<file path="config.mk">
export PLATFORM = sky130hd
export DESIGN_NAME = mc_state_sequencer
export DESIGN_NICKNAME = d
export VERILOG_FILES = /design/src/rtl/mc_state_sequencer.sv
export SDC_FILE = /design/constraint.sdc
export NUM_CORES = 1
export LEC_CHECK = 0
export BUFFER_PORTS_ARGS = -buffer_cell sky130_fd_sc_hd__buf_4
export CAP_MARGIN = 0
export CORE_MARGIN = 3
export CORE_UTILIZATION = 45
export DETAILED_ROUTE_END_ITERATION = 8
export HOLD_SLACK_MARGIN = 0.02
export PLACE_DENSITY = 0.81
export SYNTH_ARGS = -nofsm -noshare
export SYNTH_HDL_FRONTEND = slang
export SYNTH_SLANG_ARGS = --single-unit
</file>
<file path="constraint.sdc">
create_clock -name CLK -period 2.6 [get_ports CLK]
set_input_delay 0.52 -clock CLK [delete_from_list [all_inputs] [get_ports CLK]]
set_output_delay 0.52 -clock CLK [all_outputs]
set_load 0.02 [all_outputs]
</file>
<file path="src/rtl/mc_state_sequencer.sv">
// Multicycle-CPU phase sequencer: walks IF/ID/EXE/MEM/WB from the IR opcode/func and
// tracks halt, illegal-instruction, run gating, data-memory wait and perf counters.
module mc_state_sequencer #(
  parameter int CNT_W       = 32,
  parameter bit MEM_WAIT_EN = 1'b1
) (
  input  logic             CLK,
  input  logic             Reset,
  input  logic [5:0]       OpCode,
  input  logic [5:0]       func,
  input  logic             run_en,
  input  logic             mem_ready,
  output logic [2:0]       state,
  output logic             halted,
  output logic             illegal_op,
  output logic             instr_done,
  output logic [CNT_W-1:0] cycle_cnt,
  output logic [CNT_W-1:0] instr_cnt
);

  typedef enum logic [2:0] {
    S_IF   = 3'b000,
    S_ID   = 3'b001,
    S_EXE1 = 3'b110,
    S_EXE2 = 3'b101,
    S_EXE3 = 3'b010,
    S_MEM  = 3'b011,
    S_WB1  = 3'b111,
    S_WB2  = 3'b100
  } state_t;

  localparam logic [5:0] OP_LW   = 6'b100011;
  localparam logic [5:0] OP_HALT = 6'b111111;

  state_t cur;
  state_t id_next;
  state_t nxt;
  logic   is_halt;
  logic   is_illegal;
  logic   retire;

  assign state = cur;

  // NOTE: every always_comb output gets a default first, so no path can infer a latch.
  always_comb begin
    id_next    = S_IF;
    is_halt    = 1'b0;
    is_illegal = 1'b0;
    case (OpCode)
      6'b000000: begin
        case (func)
          6'b100000, 6'b100010, 6'b100100,
          6'b100101, 6'b101010, 6'b000000: id_next = S_EXE1;
          6'b001000:                       id_next = S_IF;
          default:                         is_illegal = 1'b1;
        endcase
      end
      6'b000010, 6'b000011:                        id_next = S_IF;
      6'b000100, 6'b000101, 6'b000001:             id_next = S_EXE2;
      6'b100011, 6'b101011:                        id_next = S_EXE3;
      6'b001001, 6'b001100, 6'b001101,
      6'b001110, 6'b001010:                        id_next = S_EXE1;
      OP_HALT:                                     is_halt = 1'b1;
      default:                                     is_illegal = 1'b1;
    endcase
  end

  always_comb begin
    nxt = S_IF;
    case (cur)
      S_IF:   nxt = S_ID;
      S_ID:   nxt = id_next;
      S_EXE1: nxt = S_WB1;
      S_WB1:  nxt = S_IF;
      S_EXE2: nxt = S_IF;
      S_EXE3: nxt = S_MEM;
      S_MEM: begin
        if (MEM_WAIT_EN && !mem_ready) nxt = S_MEM;
        else if (OpCode == OP_LW)      nxt = S_WB2;
        else                           nxt = S_IF;
      end
      S_WB2:  nxt = S_IF;
      default: nxt = S_IF;
    endcase
  end

  assign retire = (nxt == S_IF) && (cur != S_IF);

  // Registers update on the falling edge so the rising-edge datapath sees a stable state.
  // NOTE: sequential state uses non-blocking assignments so all registers update together.
  always_ff @(negedge CLK or negedge Reset) begin
    if (!Reset) begin
      cur        <= S_IF;
      halted     <= 1'b0;
      illegal_op <= 1'b0;
      instr_done <= 1'b0;
      cycle_cnt  <= '0;
      instr_cnt  <= '0;
    end else if (run_en) begin
      if (halted) begin
        instr_done <= 1'b0;
      end else begin
        cur        <= nxt;
        cycle_cnt  <= cycle_cnt + CNT_W'(1);
        instr_done <= retire;
        if (retire) instr_cnt <= instr_cnt + CNT_W'(1);
        if (cur == S_ID && is_halt)    halted     <= 1'b1;
        if (cur == S_ID && is_illegal) illegal_op <= 1'b1;
      end
    end
  end

endmodule

</file>
# Word-level counts from Yosys, hierarchy flattened
# Index checks and enable logic that the tools add are counted.
[word_totals]
regBits = 70
latch_bits = 0
ram_bits = 0
mem_bits_ro = 0
in_bits = 16
out_inout_bits = 70
elab_cells = 64
n_memories = 0
[classes]
n_addsub = 2
multipliers = 0
n_div = 0
n_lt_le_gt_ge = 0
n_eq_ne = 26
shifts = 0
mux = 11
bitwise = 1
reduce_logical = 18
[ops]
columns = ["op", "count"]
rows = [
  ["adder 32 x 1 -> 32 bit (second input constant)", 2],
  ["== test 6 bit (second input constant)", 8],
  ["== test 6 x 4 -> 1 bit (second input constant)", 6],
  ["case mux 3 bit (6 select lines)", 1],
  ["OR reduction 13 bit", 1],
  ["== test 3 bit (second input constant)", 4],
  ["== test 6 x 2 -> 1 bit (second input constant)", 2],
  ["== test 6 x 3 -> 1 bit (second input constant)", 2],
  ["zero test 6 bit", 2],
  ["case mux 3 bit (4 select lines)", 1],
  ["2-to-1 mux 3 bit", 3],
  ["OR reduction 7 bit", 1],
  ["== test 3 x 2 -> 1 bit (second input constant)", 2],
  ["== test 6 x 1 -> 1 bit (second input constant)", 1],
  ["zero test 3 bit", 2],
  ["AND reduction 3 bit", 2],
  ["OR reduction 3 bit", 2],
  ["OR reduction 6 bit", 1],
  ["2-to-1 mux 1 bit", 5],
  ["OR reduction 5 bit", 1],
  ["== test 3 x 1 -> 1 bit (second input constant)", 1],
  ["logical AND 1 bit", 3],
  ["nonzero test 3 bit", 1],
  ["case mux 1 bit (2 select lines)", 1],
  ["3 further kinds", 3],
]

# Logic depth before layout (Yosys ltp)
[depth]
word_depth = 8
depth_mapped = 9
mapped_depth_nobuf = 6

==> key figures <==
Setup path
  – Worst-path fanout max: 4
  – CP Buf/Inv Count: 1
  – CP max stage delay: 0.48 ns
  – Critical-path top delay cell: or4_4
  – CP Capture Type: register
  – Critical path arrival: 2.16 ns
  – CP startpoint kind: primary input
  – Critical Path RT: 1.48 ns
  – CP Class: in2reg
  – Cell family with most CP delay: simple AND/OR/NAND/NOR gates
  – Cell Chain, Critical Path: buf_6, or2_1, a311o_1, nor3_2, nand3_2, or4_4, xnor2_2

Detailed routing
  – Final wirelength: 12600 um
  – First drt pass iteration count: 6
  – Via Count: 3582
  – DR iter-0 viols: 202
  – DR WL/cell: 19.0 um
  – Drt via density: 5.42
  – Post-DRT Antenna Nets: 0
  – Drt drc: 0

Floorplan
  – DIE HEIGHT: 93.0 um
  – I/O pins: 86
  – Core Box Area: 7290 um^2
  – Horiz. Die Dim: 93.0 um
  – Initial core utilization: 46.8%
  – Die area: 8660 um^2
  – Cell Rows: 31

Placement
  – Detailed Place HPWL: 6140 um
  – IO Port Bufs: 85
  – Setup WS pre-CTS: -1.05 ns
  – Gp weighted congestion: 0.824

Global routing
  – Vias in the first global route: 3467
  – Initial antenna violation count: 0
  – Total gr overflow: 0
  – Largest net degree at the start of global routing: 38
  – Global-route wire length before repair: 17200 um
  – Tot GR Track Use: 25.3%

Yosys
  – Synth top area share: 51.4%
  – Post-Synthesis Cells: 323
  – Leading area contributor after synthesis: dfrtn_1
  – Synth top cells by count: dfrtn_1 (70), xnor2_1 (43), nand2_1 (34)
  – Synthesis Warnings: 0
  – Number of synthesized flops with an enable pin: 0
  – Mapped cell area: 3410 um^2
  – Most used DFF post-synth: dfrtn_1
  – Most common cell in the netlist: dfrtn_1
  – Register area share after synthesis: 51.4%
  – Synthesis-stage register bit count: 70
  – Yosys cell types: 51
  – Synth async-reset ratio: 100%
  – Syn_area_per_cell: 10.6 um^2
  – Area contributors post-synth: dfrtn_1 (51%), xnor2_1 (11%), xor2_1 (4.6%)
  – Syn nets: 341

Status
  – Failing checks: negative setup slack
  – Outcome: finished, violations left

Timing
  – Final Hold Viols: 0
  – Fin. max-slew vios: 0
  – Relative slew slack: 64.9%
  – Setup violators final: 127
  – RSZ-0062 raised after global routing: yes
  – Least-Margin Pin Slew: 0.522 ns
  – Final WS setup: -0.678 ns
  – Setup Skew: 0.0120 ns

Power
  – Comb power frac: 36.8%
  – Sw frac: 32.6%
  – Cell Pwr Density: 595 nW/um^2
  – Pwr Total: 3.72 mW
  – Lkg Pwr: 3.10 nW
  – Internal power: 2.51 mW
  – Psw: 1.21 mW
  – Clock share of power: 27.9%
  – Seq pwr share: 35.3%
  – Worst vdd ir: 0.669 mV

Clock tree
  – Worst skew pair latency: 0.34 ns
  – Clock H-tree levels: 3
  – Num CTS Buffers: 9
  – Clock sink total: 70
  – TritonCTS clock tree: yes
  – Clock transition at path regs: 0.05 ns
  – Clock Path Buffers: 2
  – Root Buffer: clkbuf_8

Final layout
  – Ant. Diodes: 0
  – Synth-to-Final Area Change: 83.5%
  – Layout cell share with drive strength beyond 1: 55.2%
  – Fin nets: 575

Run
  – Max_cap viols: 0

Hold path
  – Hold Crit Class: reg2reg
path summary, 6_finish.rpt:
check                      depth (start not counted)                   endpoint                      from  slack, ns
min reg2reg                                        1     illegal_op$_DFFE_NN0P_    illegal_op$_DFFE_NN0P_       0.44
min                                                1     illegal_op$_DFFE_NN0P_    illegal_op$_DFFE_NN0P_       0.44
max                                                7  instr_cnt[21]$_DFFE_NN0P_                 OpCode[0]      -0.68
min in group asynchronous                          1  cycle_cnt[16]$_DFFE_NN0P_                     Reset       1.22
max reg2reg                                        8  cycle_cnt[25]$_DFFE_NN0P_  cycle_cnt[3]$_DFFE_NN0P_       0.08
max in group asynchronous                          2  instr_cnt[22]$_DFFE_NN0P_                     Reset       0.89
layer usage:
metal / wire (um) / GRT usage (%) / vias to the layer above
li1: - / - / 1616
met1: 4730 / 31.1 / 1783
met2: 6780 / 43.7 / 146
met3: 703 / 5.31 / 37
met4: 359 / 9.52 / 0
met5: 0 / 0 / -
placed cells by master (no fill, tap or decap), types with 5 or more instances in the layout:
cell,synthesis,layout
nand2_1,34,29
nor2_1,21,12
nand3_1,25,14
dfrtn_1,70,70
nand3_2,3,12
and3_1,10,10
xor2_1,18,17
buf_4,0,133
nor2_4,0,6
xnor2_1,43,41
inv_1,5,5
nor3_4,0,7
nand4_1,17,17
buf_6,3,88
nand2_2,0,5
clkbuf_8,0,11
repair_timing:
| item | in CTS | in global routing |
|---|---|---|
| setup buffers | 59 | 37 |
| gates resized for setup | 116 | 26 |
| pin swaps | 31 | 26 |
| hold buffers | 0 | 0 |
| setup endpoints to repair | 125 | 131 |
layout make-up:
cell class / count / area, um^2
well taps: 99 / 124
clock inverters: 5 / 81.3
clock buffers: 11 / 151
repair buffers: 229 / 2130
flip-flops and latches: 70 / 1750
multi-input cells: 242 / 2000
inverters: 5 / 18.8
fillers: 338 / 1030
flip-flops by register name (all words and copies together) (netlist names):
signal,flops
halted,1
instr_cnt,32
state,3
illegal_op,1
cycle_cnt,32
instr_done,1
power by group through the flow:
stage	combinational (mW)	sequential (mW)	clock [mW]
2_1_floorplan	0.354	1.50	0
3_3_place_gp	0.979	1.33	0
3_5_place_dp	0.996	1.33	0
4_1_cts	1.28	1.31	1.03
5_1_grt	1.45	1.33	1.09
6_report	1.37	1.32	1.04
through the flow:
stage                     hold WS (ns)  cell area (um^2)  setup TNS (ns)  cells  util [%]
after detailed placement         0.420              4720          -44.60    554      64.7
after global placement           0.402              4720          -43.36    554      64.7
after CTS                        0.445              5900          -29.62    628      80.9
after global routing             0.475              6260          -37.35    661      85.8
after floorplan                  0.488              3590          -31.80    323         -
final                            0.442              6260          -32.96    661      85.8
kinds of logic after synthesis:
logic type	share of synthesized area, %
xor gates and xnor gates	16.1
adders and majority gates	0.734
and+or+nand+nor	24.8
AOI/OAI and AO/OA	5.03
DFF	51.4
buffers and inverters	1.94
worst register-to-register path, cell delays in order, from the launching register on:
cell	delay, ns
dfrtn_1	0.43
buf_4	0.11
buf_4	0.11
and3_1	0.21
nand3_1	0.33
or3_4	0.55
nor3_4	0.25
nand3_1	0.17
xnor2_1	0.19
(Power assumes the default switching activity.)
